[config.mk]
export PLATFORM = sky130hd
export DESIGN_NAME = micro_sequencer_flat
export DESIGN_NICKNAME = d
export VERILOG_FILES = /design/src/rtl/micro_sequencer_if.sv /design/src/rtl/micro_sequencer.sv /design/src/flat_wrapper.sv
export SDC_FILE = /design/constraint.sdc
export NUM_CORES = 1
export LEC_CHECK = 0
export ABC_AREA = 0
export CORE_UTILIZATION = 57
export DETAILED_ROUTE_END_ITERATION = 8
export MAX_ROUTING_LAYER = met4
export PLACE_DENSITY_LB_ADDON = 0.08
export SYNTH_ARGS = -nofsm -noshare
export SYNTH_HDL_FRONTEND = slang
export SYNTH_SLANG_ARGS = --single-unit
[constraint.sdc]
create_clock -name clk -period 3.4 [get_ports clk]
set_input_delay 0.68 -clock clk [delete_from_list [all_inputs] [get_ports clk]]
set_output_delay 0.68 -clock clk [all_outputs]
set_load 0.05 [all_outputs]
[src/rtl/micro_sequencer_if.sv]
`default_nettype none
// ============================================================================
//  Module      : micro_sequencer_if
//  Description : Bus bundle between the micro-sequencer and its environment:
//                control inputs (start, stall, instruction byte, ALU busy)
//                and sequencer outputs (micro-step code, status, counter).
//  Revision    : 1.0  initial release
// ============================================================================
interface micro_sequencer_if #(
  parameter int CNT_W = 16
);
  logic             start;
  logic             stall;
  logic [7:0]       ir;
  logic             alu_busy;
  logic [7:0]       operand;
  logic             halted;
  logic             illegal;
  logic [CNT_W-1:0] instr_count;

  // Environment side: drives control inputs, observes the sequencer.
  modport master (
    output start, stall, ir, alu_busy,
    input  operand, halted, illegal, instr_count
  );

  // Sequencer side.
  modport slave (
    input  start, stall, ir, alu_busy,
    output operand, halted, illegal, instr_count
  );
endinterface
`default_nettype wire

[src/rtl/micro_sequencer.sv]
`default_nettype none
// ============================================================================
//  Module      : micro_sequencer
//  Description : Control-unit state machine producing the 8-bit micro-step
//                code for the control-signal decoder. Runs the three-step
//                fetch, dispatches on the latched instruction byte, walks
//                the instruction's micro-steps and returns to fetch. Counts
//                retired instructions.
//  Revision    : 1.0  initial release
// ============================================================================
module micro_sequencer #(
  parameter int CNT_W = 16
) (
  input  logic               clk,
  input  logic               rst,
  micro_sequencer_if.slave   bus
);

  // Micro-step codes. First steps of each instruction are the values the
  // instruction byte may legally carry.
  typedef enum logic [7:0] {
    S_FETCH   = 8'h01,
    S_FETCH_2 = 8'h02,
    S_FETCH_3 = 8'h03,
    S_LODK    = 8'h10,
    S_LODK_2  = 8'h11,
    S_LADD    = 8'h20,
    S_LADD_2  = 8'h21,
    S_LADD_3  = 8'h22,
    S_LADD_4  = 8'h23,
    S_LADD_5  = 8'h24,
    S_LADD_6  = 8'h25,
    S_LADD_7  = 8'h26,
    S_LOAD    = 8'h30,
    S_LOAD_2  = 8'h31,
    S_LOAD_3  = 8'h32,
    S_STAC    = 8'h40,
    S_COPY    = 8'h50,
    S_COPY_2  = 8'h51,
    S_RSET    = 8'h60,
    S_RSET_2  = 8'h61,
    S_JUMP    = 8'h70,
    S_JUMP_2  = 8'h71,
    S_INCR    = 8'h80,
    S_INCR_2  = 8'h81,
    S_DECR    = 8'h90,
    S_DECR_2  = 8'h91,
    S_ADD     = 8'hA0,
    S_SUBT    = 8'hA8,
    S_DIV     = 8'hB0,
    S_DIV_2   = 8'hB1,
    S_MUL     = 8'hC0,
    S_MUL_2   = 8'hC1,
    S_TOGL    = 8'hD0,
    S_NOOP    = 8'hE0,
    S_END     = 8'hFF
  } state_t;

  state_t           state;
  state_t           next_state;
  logic             illegal_pend;
  logic             retire;
  logic             illegal_reg;
  logic [CNT_W-1:0] count;

  // State, illegal flag and retired-instruction counter registers.
  always_ff @(posedge clk) begin
    if (rst) begin
      state       <= S_END;
      illegal_reg <= 1'b0;
      count       <= '0;
    end else begin
      state       <= next_state;
      illegal_reg <= illegal_pend;
      if (retire) begin
        count <= count + 1'b1;
      end
    end
  end

  // Next micro-step, illegal-dispatch detection and retire strobe.
  always_comb begin
    next_state   = state;
    illegal_pend = 1'b0;
    retire       = 1'b0;
    if (state == S_END) begin
      // Halted: only start leaves, and stall does not block it.
      if (bus.start) begin
        next_state = S_FETCH;
      end
    end else if (!bus.stall) begin
      case (state)
        S_FETCH:   next_state = S_FETCH_2;
        S_FETCH_2: next_state = S_FETCH_3;
        S_FETCH_3: begin
          case (bus.ir)
            S_LODK, S_LADD, S_LOAD, S_STAC, S_COPY, S_RSET, S_JUMP,
            S_INCR, S_DECR, S_ADD, S_SUBT, S_DIV, S_MUL, S_TOGL,
            S_NOOP: begin
              next_state = state_t'(bus.ir);
            end
            S_END: begin
              // Halt instruction retires as it enters END.
              next_state = S_END;
              retire     = 1'b1;
            end
            default: begin
              // Non-first steps and unknown bytes execute as NOOP.
              next_state   = S_NOOP;
              illegal_pend = 1'b1;
            end
          endcase
        end
        S_LODK:    next_state = S_LODK_2;
        S_LADD:    next_state = S_LADD_2;
        S_LADD_2:  next_state = S_LADD_3;
        S_LADD_3:  next_state = S_LADD_4;
        S_LADD_4:  next_state = S_LADD_5;
        S_LADD_5:  next_state = S_LADD_6;
        S_LADD_6:  next_state = S_LADD_7;
        S_LOAD:    next_state = S_LOAD_2;
        S_LOAD_2:  next_state = S_LOAD_3;
        S_COPY:    next_state = S_COPY_2;
        S_RSET:    next_state = S_RSET_2;
        S_JUMP:    next_state = S_JUMP_2;
        S_INCR:    next_state = S_INCR_2;
        S_DECR:    next_state = S_DECR_2;
        S_DIV:     next_state = S_DIV_2;
        S_MUL:     next_state = S_MUL_2;
        S_LODK_2, S_LADD_7, S_LOAD_3, S_STAC, S_COPY_2, S_RSET_2,
        S_JUMP_2, S_INCR_2, S_DECR_2, S_ADD, S_SUBT, S_TOGL,
        S_NOOP: begin
          next_state = S_FETCH;
          retire     = 1'b1;
        end
        S_DIV_2, S_MUL_2: begin
          // Multi-cycle ALU ops wait here until the ALU is free.
          if (!bus.alu_busy) begin
            next_state = S_FETCH;
            retire     = 1'b1;
          end
        end
        default:   next_state = S_END;
      endcase
    end
  end

  assign bus.operand     = state;
  assign bus.halted      = (state == S_END);
  assign bus.illegal     = illegal_reg;
  assign bus.instr_count = count;

endmodule
`default_nettype wire

[src/flat_wrapper.sv]
// flat-port wrapper written by rule: the top's interface ports become plain ports
module micro_sequencer_flat 
#(
  parameter int CNT_W = 16
)
  (clk, rst, bus_start, bus_stall, bus_ir, bus_alu_busy, bus_operand, bus_halted, bus_illegal, bus_instr_count);
  micro_sequencer_if #(.CNT_W(CNT_W)) bus_i ();
  input  logic clk;
  input  logic rst;
  input wire logic [$bits(bus_i.start)-1:0] bus_start;
  input wire logic [$bits(bus_i.stall)-1:0] bus_stall;
  input wire logic [$bits(bus_i.ir)-1:0] bus_ir;
  input wire logic [$bits(bus_i.alu_busy)-1:0] bus_alu_busy;
  output wire logic [$bits(bus_i.operand)-1:0] bus_operand;
  output wire logic [$bits(bus_i.halted)-1:0] bus_halted;
  output wire logic [$bits(bus_i.illegal)-1:0] bus_illegal;
  output wire logic [$bits(bus_i.instr_count)-1:0] bus_instr_count;
  assign bus_i.start = bus_start;
  assign bus_i.stall = bus_stall;
  assign bus_i.ir = bus_ir;
  assign bus_i.alu_busy = bus_alu_busy;
  assign bus_operand = bus_i.operand;
  assign bus_halted = bus_i.halted;
  assign bus_illegal = bus_i.illegal;
  assign bus_instr_count = bus_i.instr_count;
  micro_sequencer #(.CNT_W(CNT_W)) u_core (.clk(clk), .rst(rst), .bus(bus_i));
endmodule
==> results of run 1 <==
-- kinds of logic after synthesis --
kind of cell	share of synthesized area
mux	0.0917
xor+xnor	0.00851
flops	0.243
simple gates	0.335
compound gates	0.255
fa+ha+maj	0.0109
buf+inv	0.0559
-- worst max path at each step --
| stage | start | endpoint | slack [ns] | cells after the start |
|---|---|---|---|---|
| floorplan | u_core.bus.operand[6] | bus_halted | 0.48 | 4 |
| global placement | bus_ir[3] | u_core.bus.instr_count[15] | 0.64 | 7 |
| detailed placement | bus_ir[3] | u_core.bus.instr_count[15] | 0.57 | 7 |
| CTS | u_core.bus.operand[2] | bus_halted | 0.32 | 3 |
| global route | u_core.bus.operand[0] | bus_halted | 0.18 | 3 |
| finish | u_core.bus.operand[2] | bus_halted | 0.31 | 3 |
-- critical path, stage by stage, from the launching register on --
cell and delay [ns]:
dfxtp_1 0.70, nand2_1 0.19, nor4_2 0.34, clkdlybuf4s50_1 0.85
-- synthesized netlist by cell type (all sizes together), types with 3 or more instances --
cell type  count  area, µm²
nand2         17       63.8
clkbuf        12       45.0
nor2          30        113
o211ai         3       22.5
dfxtp         25        500
inv            7       26.3
and3           5       31.3
nand3b         3       22.5
mux2          15        169
a21oi         16       83.8
nor3           4       20.0
nand4          6       37.5
a211oi        16        148
nor4           6       43.8
o21ai          5       25.0
buf            8       43.8
or4            4       37.5
a31oi          9       56.3
nand3          7       35.0
nor2b         17        106
nand2b        10       62.6
-- layer usage --
metal	vias up	global-route usage	wire length [µm]
met3	13	0.0294	207
met2	59	0.449	2400
li1	1045	-	-
met5	-	-	0
met1	981	0.345	2310
met4	0	0.108	106
-- cells in the final DEF (no fill, tap or decap), types with 2 or more instances in the layout --
| cell | netlist | routed |
|---|---|---|
| or4_1 | 2 | 2 |
| o21bai_1 | 2 | 2 |
| nor2b_1 | 17 | 17 |
| o31ai_1 | 2 | 2 |
| nand2b_1 | 10 | 10 |
| nor4b_1 | 2 | 2 |
| nor4_1 | 5 | 4 |
| o21ai_0 | 5 | 5 |
| nand2_1 | 17 | 17 |
| nor4_2 | 1 | 2 |
| o32ai_1 | 2 | 2 |
| clkbuf_4 | 0 | 3 |
| mux2_1 | 15 | 15 |
| a31oi_1 | 9 | 9 |
| a21oi_1 | 15 | 15 |
| clkdlybuf4s50_1 | 0 | 38 |
| nand3_1 | 7 | 7 |
| nand3b_1 | 3 | 3 |
| a211oi_2 | 3 | 3 |
| dfxtp_1 | 25 | 25 |
| or4_4 | 2 | 2 |
| mux2i_1 | 2 | 2 |
| or3_1 | 2 | 2 |
| a211oi_1 | 12 | 12 |
| and3_1 | 5 | 5 |
| nor3_1 | 4 | 4 |
| o211ai_1 | 3 | 3 |
| buf_4 | 2 | 8 |
| nand4_1 | 6 | 6 |
| inv_1 | 7 | 7 |
| nor2_1 | 30 | 30 |
-- per-stage QoR --
step | power [mW] | instances
floorplan | 1.05 | 262
finish | 1.43 | 338
global placement | 1.27 | 334
global route | 1.52 | 338
detailed placement | 1.28 | 334
CTS | 1.41 | 338
-- power groups by stage --
stage          clock [mW]  sequential, mW  combinational [mW]
2_1_floorplan           0           0.507               0.539
3_3_place_gp            0           0.447               0.827
3_5_place_dp            0           0.446               0.834
4_1_cts             0.140           0.439               0.836
5_1_grt             0.151           0.451               0.918
6_report            0.138           0.444               0.845
-- area by class of cell --
| type | count | area, µm² |
|---|---|---|
| Multi-Input combinational cell | 210 | 1450 |
| Fill cell | 280 | 887 |
| Sequential cell | 25 | 500 |
| Timing Repair Buffer | 46 | 440 |
| Tap cell | 46 | 57.6 |
| Inverter | 7 | 26.3 |
| Clock buffer | 3 | 22.5 |
| Clock inverter | 1 | 5.00 |
==> results.sh, run 1 <==
export IMPL_status="completed"
export IMPL_min_path_cells=2
export IMPL_final_max_slew_violation_count=0
export IMPL_power_frac_seq=0.311
export IMPL_period_minus_slack_ns=3.09
export IMPL_die_x_um=62.1
export IMPL_cp_arrival_ns=2.41
export IMPL_synth_yosys_seq_area_share=0.243
export IMPL_rsz0062_at_grt="false"
export IMPL_fin_crit_sh=0.910
export IMPL_grt_overflow=0
export IMPL_ff2ff_path_depth=5
export IMPL_pwr_density_cell_nw_per_um2=570
export IMPL_htree_levels=1
export IMPL_ys_warn_count=0
export IMPL_start_util=0.608
export IMPL_start_kind="register"
export IMPL_io_pins=39
export IMPL_largest_register_ffs=16
export IMPL_finalHoldViolCount=0
export IMPL_grt_max_degree=20
export IMPL_r2r_start="u_core.bus.operand[6]"
export IMPL_final_util=0.738
export IMPL_drive_gt1_frac=0.0993
export IMPL_globalRouteTotalUtil=0.274
export IMPL_post_place_ws_ns=0.567
export IMPL_vdd_drop_max_v=0.000265
export IMPL_clock_latency_ns=0.33
export IMPL_cts_sinks=25
export IMPL_drt_iter0_drc=171
export IMPL_syn_to_final_growth_pct=21.5
export IMPL_dr_total_vias=2098
export IMPL_postCtsSetupRepairBufs=0
export IMPL_critPathMaxFanout=16
export IMPL_clock_skew_final_ns=0.00301
export IMPL_grt_pass1_vias=1809
export IMPL_n_antenna_cell=0
export IMPL_cts_inserted_buffers=3
export IMPL_clk_pin_slew_ns=0.14
export IMPL_row_count=21
export IMPL_gp_congestion=0.926
export IMPL_worst_slack_ns=0.307
export IMPL_comb_power_share=0.592
export IMPL_tightest_slew_ns=0.852
export IMPL_min_delay_start="u_core.bus.instr_count[1]"
export IMPL_finalSetupViolCount=0
export IMPL_drv_cap=0
export IMPL_rrSetupSlack_ns=0.70
export IMPL_worstSetupPathType="register to output pin"
export IMPL_p_leak_nw=0.898
export IMPL_holdWs_ns=0.541
export IMPL_post_cts_resized=0
export IMPL_place_area_um2=2470
export IMPL_p_clk_frac=0.097
export IMPL_synthesis_nets=276
export IMPL_hold_class="register to register"
export IMPL_remaining_drc_errors=0
export IMPL_postCtsHoldBufs=0
export IMPL_ys_types=59
export IMPL_syn_avg_cell_area_um2=7.86
export IMPL_antenna_found_initial=0
export IMPL_cts_tree="done"
export IMPL_via_per_inst=6.21
export IMPL_critPathRequiredTime_ns=2.72
export IMPL_synth_area_um2=2060
export IMPL_max_freq_mhz=323
export IMPL_cp_end_kind="output pin"
export IMPL_holdPathEnd="u_core.bus.instr_count[1]"
export IMPL_numPortBuffers=38
export IMPL_ant_nets=0
export IMPL_synth_edff_count=0
export IMPL_switchingPower_mw=0.735
export IMPL_synth_cells=262
export IMPL_drt_pass1_iterations=4
export IMPL_routed_wirelength_mm=5.02
export IMPL_grt_pass1_wl_mm=8.43
export IMPL_nets=307
export IMPL_swShare=0.515
export IMPL_clk_path_buf_depth=2
export IMPL_design_area_um2=2500
export IMPL_die_h_um=62.1
export IMPL_synth_ff_type="dfxtp_1"
export IMPL_hpwl_mm=3.57
export IMPL_clockRootBuffer="clkbuf_4"
export IMPL_r2r_end="u_core.bus.instr_count[15]"
export IMPL_wl_per_cell_um=14.9
export IMPL_relSlewSlack=0.430
export IMPL_finalSetupTns_ns=0
export IMPL_cellInternalPower_mw=0.692
export IMPL_core_area_um2=3390
export IMPL_synth_seq_cells=25
export IMPL_synthArstFlopShare=0
export IMPL_dieArea_um2=3860
Power figures use the tool's default switching activity.
==> inputs of run 2 (changes only) <==
--- a/constraint.sdc
+++ b/constraint.sdc
@@ -3,2 +3,2 @@
 set_output_delay 0.68 -clock clk [all_outputs]
-set_load 0.05 [all_outputs]
+set_load 0.1 [all_outputs]
==> results.sh, run 2 (synthesis results as in run 1) <==
export IMPL_num_fill_cells=280
export IMPL_finalSetupTns_ns=0
export IMPL_row_count=21
export IMPL_largest_register_ffs=16
export IMPL_cp_arrival_ns=2.98
export IMPL_cp_end_kind="register"
export IMPL_dr_total_vias=2088
export IMPL_remaining_drc_errors=0
export IMPL_clock_latency_ns=0.31
export IMPL_clk_path_buf_depth=2
export IMPL_status="completed"
export IMPL_postCtsSetupRepairBufs=0
export IMPL_fin_crit_sh=0.805
export IMPL_hpwl_mm=3.60
export IMPL_grt_overflow=0
export IMPL_globalRouteTotalUtil=0.289
export IMPL_drive_gt1_frac=0.179
export IMPL_hold_class="register to register"
export IMPL_n_antenna_cell=0
export IMPL_clock_skew_final_ns=0.00221
export IMPL_start_util=0.608
export IMPL_finalSetupViolCount=0
export IMPL_antenna_found_initial=0
export IMPL_post_cts_resized=0
export IMPL_routed_wirelength_mm=5.00
export IMPL_min_delay_start="u_core.bus.instr_count[1]"
export IMPL_tightest_slew_ns=0.960
export IMPL_clk_pin_slew_ns=0.14
export IMPL_r2r_start="u_core.bus.operand[0]"
export IMPL_design_area_um2=2450
export IMPL_critPathRequiredTime_ns=3.64
export IMPL_wl_per_cell_um=14.8
export IMPL_relSlewSlack=0.358
export IMPL_critPathMaxFanout=16
export IMPL_io_pins=39
export IMPL_via_per_inst=6.20
export IMPL_p_leak_nw=0.925
export IMPL_period_minus_slack_ns=2.74
export IMPL_post_place_ws_ns=0.619
export IMPL_grt_max_degree=21
export IMPL_drt_iter0_drc=268
export IMPL_layout_common_cells="nor2_1 (30), buf_4 (30), dfxtp_1 (24)"
export IMPL_syn_to_final_growth_pct=18.8
export IMPL_drv_cap=0
export IMPL_ant_nets=0
export IMPL_worstSetupPathType="register to register"
export IMPL_max_freq_mhz=365
export IMPL_drt_pass1_iterations=4
export IMPL_crit_start="u_core.bus.operand[0]"
export IMPL_grt_pass1_vias=2009
export IMPL_gp_congestion=0.853
export IMPL_worst_slack_ns=0.662
export IMPL_cts_tree="done"
export IMPL_vdd_drop_max_v=0.000332
export IMPL_rsz0062_at_grt="false"
export IMPL_pwr_density_cell_nw_per_um2=660
export IMPL_core_area_um2=3390
export IMPL_clockRootBuffer="clkbuf_4"
export IMPL_finalPower_mw=1.61
export IMPL_cts_inserted_buffers=3
export IMPL_finalHoldViolCount=0
export IMPL_dieArea_um2=3860
export IMPL_grt_pass1_wl_mm=8.98
export IMPL_postCtsHoldBufs=0
export IMPL_die_h_um=62.1
export IMPL_die_x_um=62.1
export IMPL_nets=306
export IMPL_htree_levels=1
export IMPL_place_area_um2=2420
export IMPL_start_kind="register"
export IMPL_numPortBuffers=38
export IMPL_cts_sinks=25
export IMPL_final_max_slew_violation_count=0
run 2: final cells by class:
class / count / area [µm²] / share of cell area
clock buffers: 3 / 22.5 / 0.00920
clock inverters: 1 / 5.00 / 0.00204
inverters: 7 / 26.3 / 0.0107
multi-input cells: 210 / 1460 / 0.596
flip-flops and latches: 25 / 502 / 0.205
well taps: 46 / 57.6 / 0.0235
repair buffers: 45 / 375 / 0.153
run 2: path summary, 6_finish.rpt:
kind	slack, ns	to	cells after the start
setup / recovery	0.66	u_core.bus.operand[7]	5
hold reg to reg	0.56	u_core.bus.instr_count[1]	2
setup reg to reg	0.66	u_core.bus.operand[7]	5
hold / removal	0.56	u_core.bus.instr_count[1]	2
run 2: power by group:
group,switching (mW),leakage (nW),internal [mW]
clock network,0.0892,0.0177,0.0440
registers,0.132,0.202,0.330
logic,0.714,0.705,0.305
total,0.935,0.925,0.679
run 2: critical path, cell delays in order (launching register included):
cell and delay (ns):
dfxtp_1 0.67, inv_1 0.29, a32o_1 0.32, a211oi_4 0.73, nand4b_2 0.38, o211ai_1 0.27
run 2: routing by layer:
layer,share of wire,track usage,vias to the layer above
met1,0.44,0.367,978
met4,0.014,0.131,0
li1,-,-,1035
met5,0,-,-
met3,0.060,0.0294,8
met2,0.48,0.464,67
run 2: stage by stage:
stage	utilization	hold slack, ns	cells
3_3_place_gp	0.714	0.527	333
6_report	0.722	0.558	337
5_1_grt	0.722	0.588	337
2_1_floorplan	-	0.836	262
3_5_place_dp	0.714	0.544	333
4_1_cts	0.722	0.567	337
